$ cat config.mk
export PLATFORM = sky130hd
export DESIGN_NAME = decode_stage
export DESIGN_NICKNAME = d
export VERILOG_FILES = /design/src/rtl/decode_stage.sv
export SDC_FILE = /design/constraint.sdc
export NUM_CORES = 1
export LEC_CHECK = 0
export CAP_MARGIN = 20
export CORE_ASPECT_RATIO = 1.2
export CORE_MARGIN = 2
export CORE_UTILIZATION = 47
export DETAILED_ROUTE_END_ITERATION = 16
export GPL_TIMING_DRIVEN = 1
export PLACE_DENSITY_LB_ADDON = 0.25
export RECOVER_POWER = 50
export SLEW_MARGIN = 40
export SYNTH_ARGS = -nofsm -noshare
export SYNTH_HDL_FRONTEND = slang
export SYNTH_SLANG_ARGS = --single-unit
export TNS_END_PERCENT = 20
$ cat constraint.sdc
create_clock -name clk -period 1.6 [get_ports clk]
set_input_delay 0.32 -clock clk [delete_from_list [all_inputs] [get_ports clk]]
set_output_delay 0.32 -clock clk [all_outputs]
set_load 0.02 [all_outputs]
$ cat src/rtl/decode_stage.sv
// decode_stage: instruction decoder feeding a 2-entry skid buffer of decoded results
// Ports: clk, rst_n (sync, active-low); upstream in_valid/in_ready/instr/flush;
//   downstream out_valid/out_ready with alu_funct, rs1, rs2, rd, immed,
//   use_imm, reg_we, mem_re, mem_we, branch, jump, illegal.
// Optional feature: define DECODE_ILLEGAL_CHECK_EN to flag undecodable instructions.
`ifndef INSTR_WIDTH
`define INSTR_WIDTH 32
`endif
`ifndef INSTR_REG_WIDTH
`define INSTR_REG_WIDTH 5
`endif
`ifndef ALU_FUNCT_WIDTH
`define ALU_FUNCT_WIDTH 4
`endif
`ifndef ALU_FUNCT_ADD
`define ALU_FUNCT_ADD  4'd0
`define ALU_FUNCT_SUB  4'd1
`define ALU_FUNCT_SLL  4'd2
`define ALU_FUNCT_SLT  4'd3
`define ALU_FUNCT_SLTU 4'd4
`define ALU_FUNCT_XOR  4'd5
`define ALU_FUNCT_SRL  4'd6
`define ALU_FUNCT_SRA  4'd7
`define ALU_FUNCT_OR   4'd8
`define ALU_FUNCT_AND  4'd9
`endif
`ifndef FUNCT3_ADD
`define FUNCT3_ADD  3'b000
`define FUNCT3_SLL  3'b001
`define FUNCT3_SLT  3'b010
`define FUNCT3_SLTU 3'b011
`define FUNCT3_XOR  3'b100
`define FUNCT3_SRL  3'b101
`define FUNCT3_OR   3'b110
`define FUNCT3_AND  3'b111
`endif
`ifndef FUNCT7_ALT1
`define FUNCT7_ALT1 7'b0100000
`endif
`ifndef OPCODE_ALU_REG
`define OPCODE_ALU_REG 7'b0110011
`define OPCODE_ALU_IMM 7'b0010011
`define OPCODE_LOAD    7'b0000011
`define OPCODE_STORE   7'b0100011
`define OPCODE_BRANCH  7'b1100011
`define OPCODE_LUI     7'b0110111
`define OPCODE_AUIPC   7'b0010111
`define OPCODE_JAL     7'b1101111
`define OPCODE_JALR    7'b1100111
`endif
module decode_stage #(
  parameter int N = 32,
  parameter int SHAMT_W = 5
) (
  input  logic                         clk,
  input  logic                         rst_n,
  input  logic                         in_valid,
  output logic                         in_ready,
  input  logic [`INSTR_WIDTH-1:0]      instr,
  input  logic                         flush,
  output logic                         out_valid,
  input  logic                         out_ready,
  output logic [`ALU_FUNCT_WIDTH-1:0]  alu_funct,
  output logic [`INSTR_REG_WIDTH-1:0]  rs1,
  output logic [`INSTR_REG_WIDTH-1:0]  rs2,
  output logic [`INSTR_REG_WIDTH-1:0]  rd,
  output logic [N-1:0]                 immed,
  output logic                         use_imm,
  output logic                         reg_we,
  output logic                         mem_re,
  output logic                         mem_we,
  output logic                         branch,
  output logic                         jump,
  output logic                         illegal
);
  typedef struct packed {
    logic [`ALU_FUNCT_WIDTH-1:0] alu_funct;
    logic [`INSTR_REG_WIDTH-1:0] rs1;
    logic [`INSTR_REG_WIDTH-1:0] rs2;
    logic [`INSTR_REG_WIDTH-1:0] rd;
    logic [N-1:0]                immed;
    logic                        use_imm;
    logic                        reg_we;
    logic                        mem_re;
    logic                        mem_we;
    logic                        branch;
    logic                        jump;
    logic                        illegal;
  } dec_t;
  typedef enum logic [1:0] {EMPTY, ONE, FULL} state_e;
  state_e state_q, state_d;
  dec_t dec, e0_q, e0_d, e1_q, e1_d;
  logic [6:0] opc, f7;
  logic [2:0] f3;
  logic is_reg, is_imm, is_load, is_store, is_br, is_lui, is_auipc, is_jal, is_jalr;
  logic known, alt, shift_imm, ill, in_x, out_x;
  logic [`ALU_FUNCT_WIDTH-1:0] alu_base;
  logic signed [31:0] imm32;
  assign opc = instr[6:0];
  assign f3 = instr[14:12];
  assign f7 = instr[31:25];
  assign is_reg = opc == `OPCODE_ALU_REG;
  assign is_imm = opc == `OPCODE_ALU_IMM;
  assign is_load = opc == `OPCODE_LOAD;
  assign is_store = opc == `OPCODE_STORE;
  assign is_br = opc == `OPCODE_BRANCH;
  assign is_lui = opc == `OPCODE_LUI;
  assign is_auipc = opc == `OPCODE_AUIPC;
  assign is_jal = opc == `OPCODE_JAL;
  assign is_jalr = opc == `OPCODE_JALR;
  assign known = is_reg | is_imm | is_load | is_store | is_br | is_lui | is_auipc | is_jal | is_jalr;
  assign alt = f7 == `FUNCT7_ALT1;
  assign shift_imm = is_imm && (f3 == `FUNCT3_SLL || f3 == `FUNCT3_SRL);
`ifdef DECODE_ILLEGAL_CHECK_EN
  assign ill = !known || instr[1:0] != 2'b11 ||
               (is_reg && (f3 == `FUNCT3_ADD || f3 == `FUNCT3_SRL) && f7 != 7'b0 && !alt);
`else
  assign ill = 1'b0;
`endif
  // register forms use funct7 for SUB/SRA; immediate forms only look at bit 30 for SRAI
  assign alu_base = f3 == `FUNCT3_ADD ? ((is_reg && alt) ? `ALU_FUNCT_SUB : `ALU_FUNCT_ADD)
    : f3 == `FUNCT3_SLL ? `ALU_FUNCT_SLL
    : f3 == `FUNCT3_SLT ? `ALU_FUNCT_SLT
    : f3 == `FUNCT3_SLTU ? `ALU_FUNCT_SLTU
    : f3 == `FUNCT3_XOR ? `ALU_FUNCT_XOR
    : f3 == `FUNCT3_SRL ? ((is_reg ? alt : instr[30]) ? `ALU_FUNCT_SRA : `ALU_FUNCT_SRL)
    : f3 == `FUNCT3_OR ? `ALU_FUNCT_OR
    : `ALU_FUNCT_AND;
  // unknown opcodes fall through to the I-format immediate
  assign imm32 = is_store ? {{20{instr[31]}}, instr[31:25], instr[11:7]}
    : is_br ? {{19{instr[31]}}, instr[31], instr[7], instr[30:25], instr[11:8], 1'b0}
    : (is_lui || is_auipc) ? {instr[31:12], 12'b0}
    : is_jal ? {{11{instr[31]}}, instr[31], instr[19:12], instr[20], instr[30:21], 1'b0}
    : {{20{instr[31]}}, instr[31:20]};
  always_comb begin
    dec = '0;
    dec.alu_funct = (is_reg || is_imm) ? alu_base : `ALU_FUNCT_ADD;
    dec.rs1 = instr[19:15];
    dec.rs2 = instr[24:20];
    dec.rd = instr[11:7];
    dec.immed = is_reg ? '0 : shift_imm ? N'(instr[20 +: SHAMT_W]) : N'(imm32);
    dec.use_imm = known && !is_reg && !is_br;
    dec.reg_we = !ill && (is_reg | is_imm | is_load | is_lui | is_auipc | is_jal | is_jalr);
    dec.mem_re = !ill && is_load;
    dec.mem_we = !ill && is_store;
    dec.branch = !ill && is_br;
    dec.jump = !ill && (is_jal | is_jalr);
    dec.illegal = ill;
  end
  assign in_ready = state_q != FULL;
  // gated by rst_n so nothing leaves the stage during a reset cycle
  assign out_valid = rst_n && state_q != EMPTY;
  assign in_x = in_valid && in_ready;
  assign out_x = out_valid && out_ready;
  // e0 is always the head; e1 only holds the skid entry while FULL
  always_comb begin
    state_d = state_q;
    e0_d = e0_q;
    e1_d = e1_q;
    case (state_q)
      EMPTY: if (in_x) begin
        state_d = ONE;
        e0_d = dec;
      end
      ONE: if (in_x && !out_x) begin
        state_d = FULL;
        e1_d = dec;
      end else if (in_x) begin
        e0_d = dec;
      end else if (out_x) begin
        state_d = EMPTY;
      end
      FULL: if (out_x) begin
        state_d = ONE;
        e0_d = e1_q;
      end
      default: state_d = EMPTY;
    endcase
    if (flush) state_d = EMPTY;
  end
  always_ff @(posedge clk) begin
    if (!rst_n) begin
      state_q <= EMPTY;
      e0_q <= '0;
      e1_q <= '0;
    end else begin
      state_q <= state_d;
      e0_q <= e0_d;
      e1_q <= e1_d;
    end
  end
  assign alu_funct = e0_q.alu_funct;
  assign rs1 = e0_q.rs1;
  assign rs2 = e0_q.rs2;
  assign rd = e0_q.rd;
  assign immed = e0_q.immed;
  assign use_imm = e0_q.use_imm;
  assign reg_we = e0_q.reg_we;
  assign mem_re = e0_q.mem_re;
  assign mem_we = e0_q.mem_we;
  assign branch = e0_q.branch;
  assign jump = e0_q.jump;
  assign illegal = e0_q.illegal;
endmodule

**Word level (Yosys, flattened, before mapping)**

Index checks and enable logic that the tools add are counted.

- Eq/ne operators: 24
- Muxes and demuxes: 27
- Reduce and logical (&&, ||, !) cells: 22
- Bitwise operators: 14

Operators by type and width:

| operator | number |
|---|---|
| $mux 58 | 3 |
| $pmux 58 s3 | 1 |
| $mux 31 | 3 |
| $mux 32 | 2 |
| $eq 7x6->1 const B | 4 |
| $mux 4 | 7 |
| $eq 7x7->1 const B | 3 |
| $mux 20 | 1 |
| $eq 7x5->1 const B | 2 |
| $or 1x1->1 | 13 |
| $mux 2 | 5 |
| $eq 3x3->1 const B | 3 |
| $logic_and 1x1->1 | 8 |
| $ne 2x2->1 const B | 4 |
| $eq 7x2->1 const B | 1 |
| $eq 3x2->1 const B | 2 |
| $ne 3x3->1 const B | 2 |
| $pmux 2 s3 | 1 |
| $mux 1 | 4 |
| $reduce_and 4->1 | 1 |
| $eq 3x1->1 const B | 1 |
| $logic_not 1->1 | 3 |
| $logic_not 3->1 | 1 |
| $logic_or 1x1->1 | 3 |
| other kinds (9) | 9 |

- Input port bits: 37
- Register bits after elaboration: 117
- Output and inout port bits: 60
- Word-level logic and storage cells: 111

**Logic depth before layout (Yosys ltp)**

- Word-level depth: 14
- Gate-level depth with buffers: 8
- Depth with buffers taken out: 5

**Worst setup path after synthesis**

OpenSTA, ideal clock, no wires.

- Path kind: in2reg
- Start point: in instr[2]
- End point: reg e0_q, in the netlist immed[23]
- Setup slack: -0.065 ns
- Required time: 1.467 ns
- Stages on the path: 8
- Path buffers: 3
- Arrival: 1.532 ns
- Setup time: 0.133 ns
- Cells stage by stage: buf_6 nand4bb_1 buf_4 a211o_4 nand2_1 buf_4 a2bb2oi_1 a21oi_1

- Longest elaborated chain between the ends: 10
- Elaborated cells on any way between the ends: 16
- Those cells by class: 6 x eq/ne; 8 x mux; 2 x reduce/logical

Ends and longest elaborated chain:

| element | RTL line | text |
|---|---|---|
| start: declaration | 59 | `` input logic [`INSTR_WIDTH-1:0] instr, `` |
| $eq 7x6->1 (no line) / $eq 7x5->1 (equally long branches) | n/a |  |
| $logic_or 1x1->1 | 132 | `: (is_lui \|\| is_auipc) ? {instr[31:12], 12'b0}` |
| $mux 31 | 132 |  |
| $mux 31 | 131 | `: is_br ? {{19{instr[31]}}, instr[31], instr[7], instr[30:25], instr[11:8], 1'b0}` |
| $mux 31 | 130 | `assign imm32 = is_store ? {{20{instr[31]}}, instr[31:25], instr[11:7]}` |
| $mux 32 | 141 | `dec.immed = is_reg ? '0 : shift_imm ? N'(instr[20 +: SHAMT_W]) : N'(imm32);` |
| $mux 32 (*) | 141 |  |
| $mux 58 (*) | 161, 168 |  |
| $mux 58 | 165 | `ONE: if (in_x && !out_x) begin` |
| $pmux 58 s3 (*) | 160 | `case (state_q)` |
| end signal: assignment | 184 | `e0_q <= '0;` |
| end signal: assignment | 188 | `e0_q <= e0_d;` |
| end: declaration | 92 | `dec_t dec, e0_q, e0_d, e1_q, e1_d;` |

Every way passes the cells marked *; elsewhere a longest branch is shown, timed or not. The select of a mux whose other input is x is not followed.
A chain may end at the register's enable or synchronous reset.

**Final worst setup path**

- Start point: reg state_q[0]
- End point: reg e0_q, in the netlist rs2[3]

- Longest elaborated chain between the ends: 7
- Elaborated cells on any way between the ends: 17
- Those cells by class: 5 x eq/ne; 3 x mux; 9 x reduce/logical

Ends and longest elaborated chain:

| element | RTL line | text |
|---|---|---|
| start: declaration | 91 | `state_e state_q, state_d;` |
| start signal: assignment | 187 | `state_q <= state_d;` |
| $reduce_bool 2->1 | 152 | `assign out_valid = rst_n && state_q != EMPTY;` |
| $logic_and 1x1->1 | 152 |  |
| $logic_and 1x1->1 | 154 | `assign out_x = out_valid && out_ready;` |
| $logic_not 1->1 | 165 |  |
| $logic_and 1x1->1 | 165 |  |
| $ne 2x2->1 (no line) | n/a |  |
| $reduce_and 3->1 (no line) | n/a |  |

Several ways; a longest one is shown, not always the timed one. The select of a mux whose other input is x is not followed.

==> results.py <==
metrics = {
    "die": {
        "ios": 97,
        "coreArea_sq_mm": 0.0106,
        "dieArea_sq_mm": 0.0117,
        "start_util_pct": 48.4,
        "die_w_um": 99.2,
        "die_height_um": 118,
        "num_rows": 41,
    },
    "logic_synthesis": {
        "synth_seq_cells": 116,
        "syn_inst": 632,
        "synth_cell_types": 53,
        "syn-num-nets": 669,
        "synth_top_area_share_pct": 45.4,
        "synth-edff-count": 0,
        "synth_area_per_cell_sq_um": 8.10,
        "yosys_warnings": 0,
        "yosys_most_used_dff": "dfxtp_1",
        "ys_top_cells_by_count": "nand2_1, dfxtp_1, a21oi_1",
        "netlist_area_sq_mm": 0.00512,
        "synth.yosys.seq_area_share_pct": 45.4,
        "synth.area.top_cells": "dfxtp_1, nand2_1, a21oi_1",
        "synth_top_area_cell": "dfxtp_1",
        "synthArstFlopShare_pct": 0,
        "post-synth-top-count-cell": "nand2_1",
    },
    "place": {
        "place_hpwl_mm": 10.7,
        "gp_congestion": 0.916,
        "io_buffers": 95,
        "pre_cts_ws_ns": -0.797,
        "placed_area_sq_mm": 0.00677,
    },
    "detailed_routing": {
        "postRouteAntennaNets": 0,
        "drt-wirelength-per-cell_um": 18.3,
        "dr.pass1.iters": 5,
        "drt_iter0_drc": 352,
        "via_per_inst": 5.99,
        "wl_mm": 17.0,
        "drc": 0,
        "vias": 5577,
    },
    "clocking": {
        "clockBufferDepth": 2,
        "clock_sinks": 116,
        "root_buffer": "clkbuf_16",
        "clkLatencyLatePin_ns": 0.42,
        "clk_pin_slew_ns": 0.05,
        "cts_tree": "built",
        "numCtsBuffers": 17,
        "h-tree-depth": 4,
    },
    "critical_path": {
        "cp_data_required_time_ns": 1.92,
        "path_class": "register to register",
        "start_kind": "register",
        "crit_arrival_ns": 1.96,
        "crit_fanout": 7,
        "endpoint_kind": "register",
    },
    "timing": {
        "maxSlewViolCount": 0,
        "period_needed_ns": 1.64,
        "fmax_mhz": 611,
        "rsz0062_at_grt": "yes",
        "fin_crit_sh_pct": 102,
        "fin_skew_ns": 0.00669,
        "timing.final.ws_setup_ns": -0.0367,
        "setup_violations": 7,
        "finalHoldViolCount": 0,
    },
    "grt": {
        "antenna_found_initial": 0,
        "grt_pass1_vias": 5464,
        "grt_pass1_wl_mm": 26.6,
        "grt_overflow": 0,
        "grt_use_total_pct": 28.1,
        "grt_max_degree": 56,
    },
    "cells_and_area": {
        "fin_nets": 826,
        "finish.utilization_pct": 73.8,
        "stdcell_area_sq_mm": 0.00780,
        "syn2layout_area_growth_pct": 52.5,
        "drive_gt1_share_pct": 25.8,
        "antenna_cells": 0,
    },
    "power": {
        "power.density_mw_per_mm2": 1070,
        "ir_drop_v": 0.000861,
        "leakage_uw": 0.00327,
    },
    "worst_hold_path": {
        "hold_class": "primary input to register",
    },
    "status": {
        "status": "finished with violations",
        "violations": "negative setup slack",
    },
    "run": {
        "max-cap-violations": 0,
    },
}
layout make-up:
class | count | area [sq um]
clock inverters | 8 | 121
fillers | 746 | 2770
inverters | 10 | 38.8
clock buffers | 24 | 502
flip-flops and latches | 116 | 2330
multi-input cells | 454 | 2870
well taps | 129 | 161
repair buffers | 190 | 1780
where the power goes:
| part | switching, uW | leakage, uW | internal, uW |
|---|---|---|---|
| sequential | 83.7 | 0.000951 | 3030 |
| combinational | 696 | 0.00201 | 561 |
| clock | 1320 | 0.000306 | 2650 |
worst paths after layout:
check             start       end  slack (ns)  cells past startpoint
min reg2reg    e1_q[47]  e1_q[47]        0.46                      2
min            instr[6]    branch        0.41                      4
max reg2reg  state_q[0]    rs2[3]       -0.04                      7
max          state_q[0]    rs2[3]       -0.04                      7
cell usage in the layout (no fill, tap or decap), types with 3 or more instances in the layout:
| cell | count |
|---|---|
| a211o_1 | 3 |
| a211oi_1 | 3 |
| a21oi_1 | 69 |
| a21oi_2 | 7 |
| a221oi_1 | 4 |
| a221oi_2 | 7 |
| a22o_1 | 6 |
| a2bb2oi_1 | 15 |
| a2bb2oi_2 | 8 |
| a311oi_1 | 15 |
| a31o_2 | 4 |
| a31oi_1 | 10 |
| buf_12 | 13 |
| buf_4 | 69 |
| buf_6 | 8 |
| bufinv_16 | 3 |
| clkbuf_16 | 19 |
| clkbuf_2 | 6 |
| clkbuf_8 | 5 |
| clkdlybuf4s50_1 | 25 |
| clkinv_2 | 4 |
| dfxtp_1 | 114 |
| dlygate4sd2_1 | 63 |
| inv_1 | 9 |
| nand2_1 | 113 |
| nand2_2 | 5 |
| nand2b_1 | 3 |
| nand3_1 | 12 |
| nand4_1 | 4 |
| nor2_1 | 52 |
| nor2_2 | 5 |
| nor3_1 | 10 |
| o21ai_0 | 42 |
| o21ai_1 | 6 |
| o221ai_2 | 7 |
| or3_1 | 3 |
state kept, by name, summed over array words and instances (netlist names):
signal     count
e1_q          57
immed         32
rd             5
rs1            5
rs2            5
alu_funct      4
state_q        2
branch         1
jump           1
mem_re         1
mem_we         1
reg_we         1
use_imm        1
cell families after synthesis:
kind of cell,share of synthesized area [%]
AO/OA/AOI/OAI,28.0
buffers and inverters,5.53
flip-flops,45.4
multiplexers,0.587
other,0.0733
AND/OR/NAND/NOR,20.4
timing repair:
action                                  in CTS  in global routing
setup buffers                                7                  3
cloned                                       1                  3
endpoints found under the setup margin     139                 91
endpoints found under the hold margin        0                  0
gates resized for setup                    120                 52
pin swaps                                   16                 21
hold buffers                                 0                  0
worst max-delay path: stages, from the launching register on:
cell and delay (ns):
dfxtp_4 0.35, buf_6 0.12, nand4b_1 0.26, o21ai_4 0.16
buf_12 0.18, clkbuf_16 0.17, nor2_2 0.05, a311oi_2 0.24
per-stage QoR:
| step | setup TNS [ns] | hold slack (ns) | power, uW | cells |
|---|---|---|---|---|
| floorplan | -0.299 | 0.399 | 3740 | 632 |
| global placement | -49.82 | 0.433 | 4330 | 886 |
| detailed placement | -54.14 | 0.443 | 4350 | 886 |
| CTS | -0.00934 | 0.409 | 8270 | 926 |
| global route | -4.25 | 0.408 | 8560 | 931 |
| finish | -0.105 | 0.406 | 8350 | 931 |
routing by layer:
| layer | vias up | share of wire [%] | global-route usage (%) |
|---|---|---|---|
| met3 | 55 | 6.0 | 6.39 |
| li1 | 2593 | - | - |
| met4 | 0 | 3.7 | 13.4 |
| met5 | - | 0 | 0 |
| met2 | 239 | 51 | 47.9 |
| met1 | 2690 | 40 | 33.0 |
No activity file was read; power rests on OpenSTA's default activity.
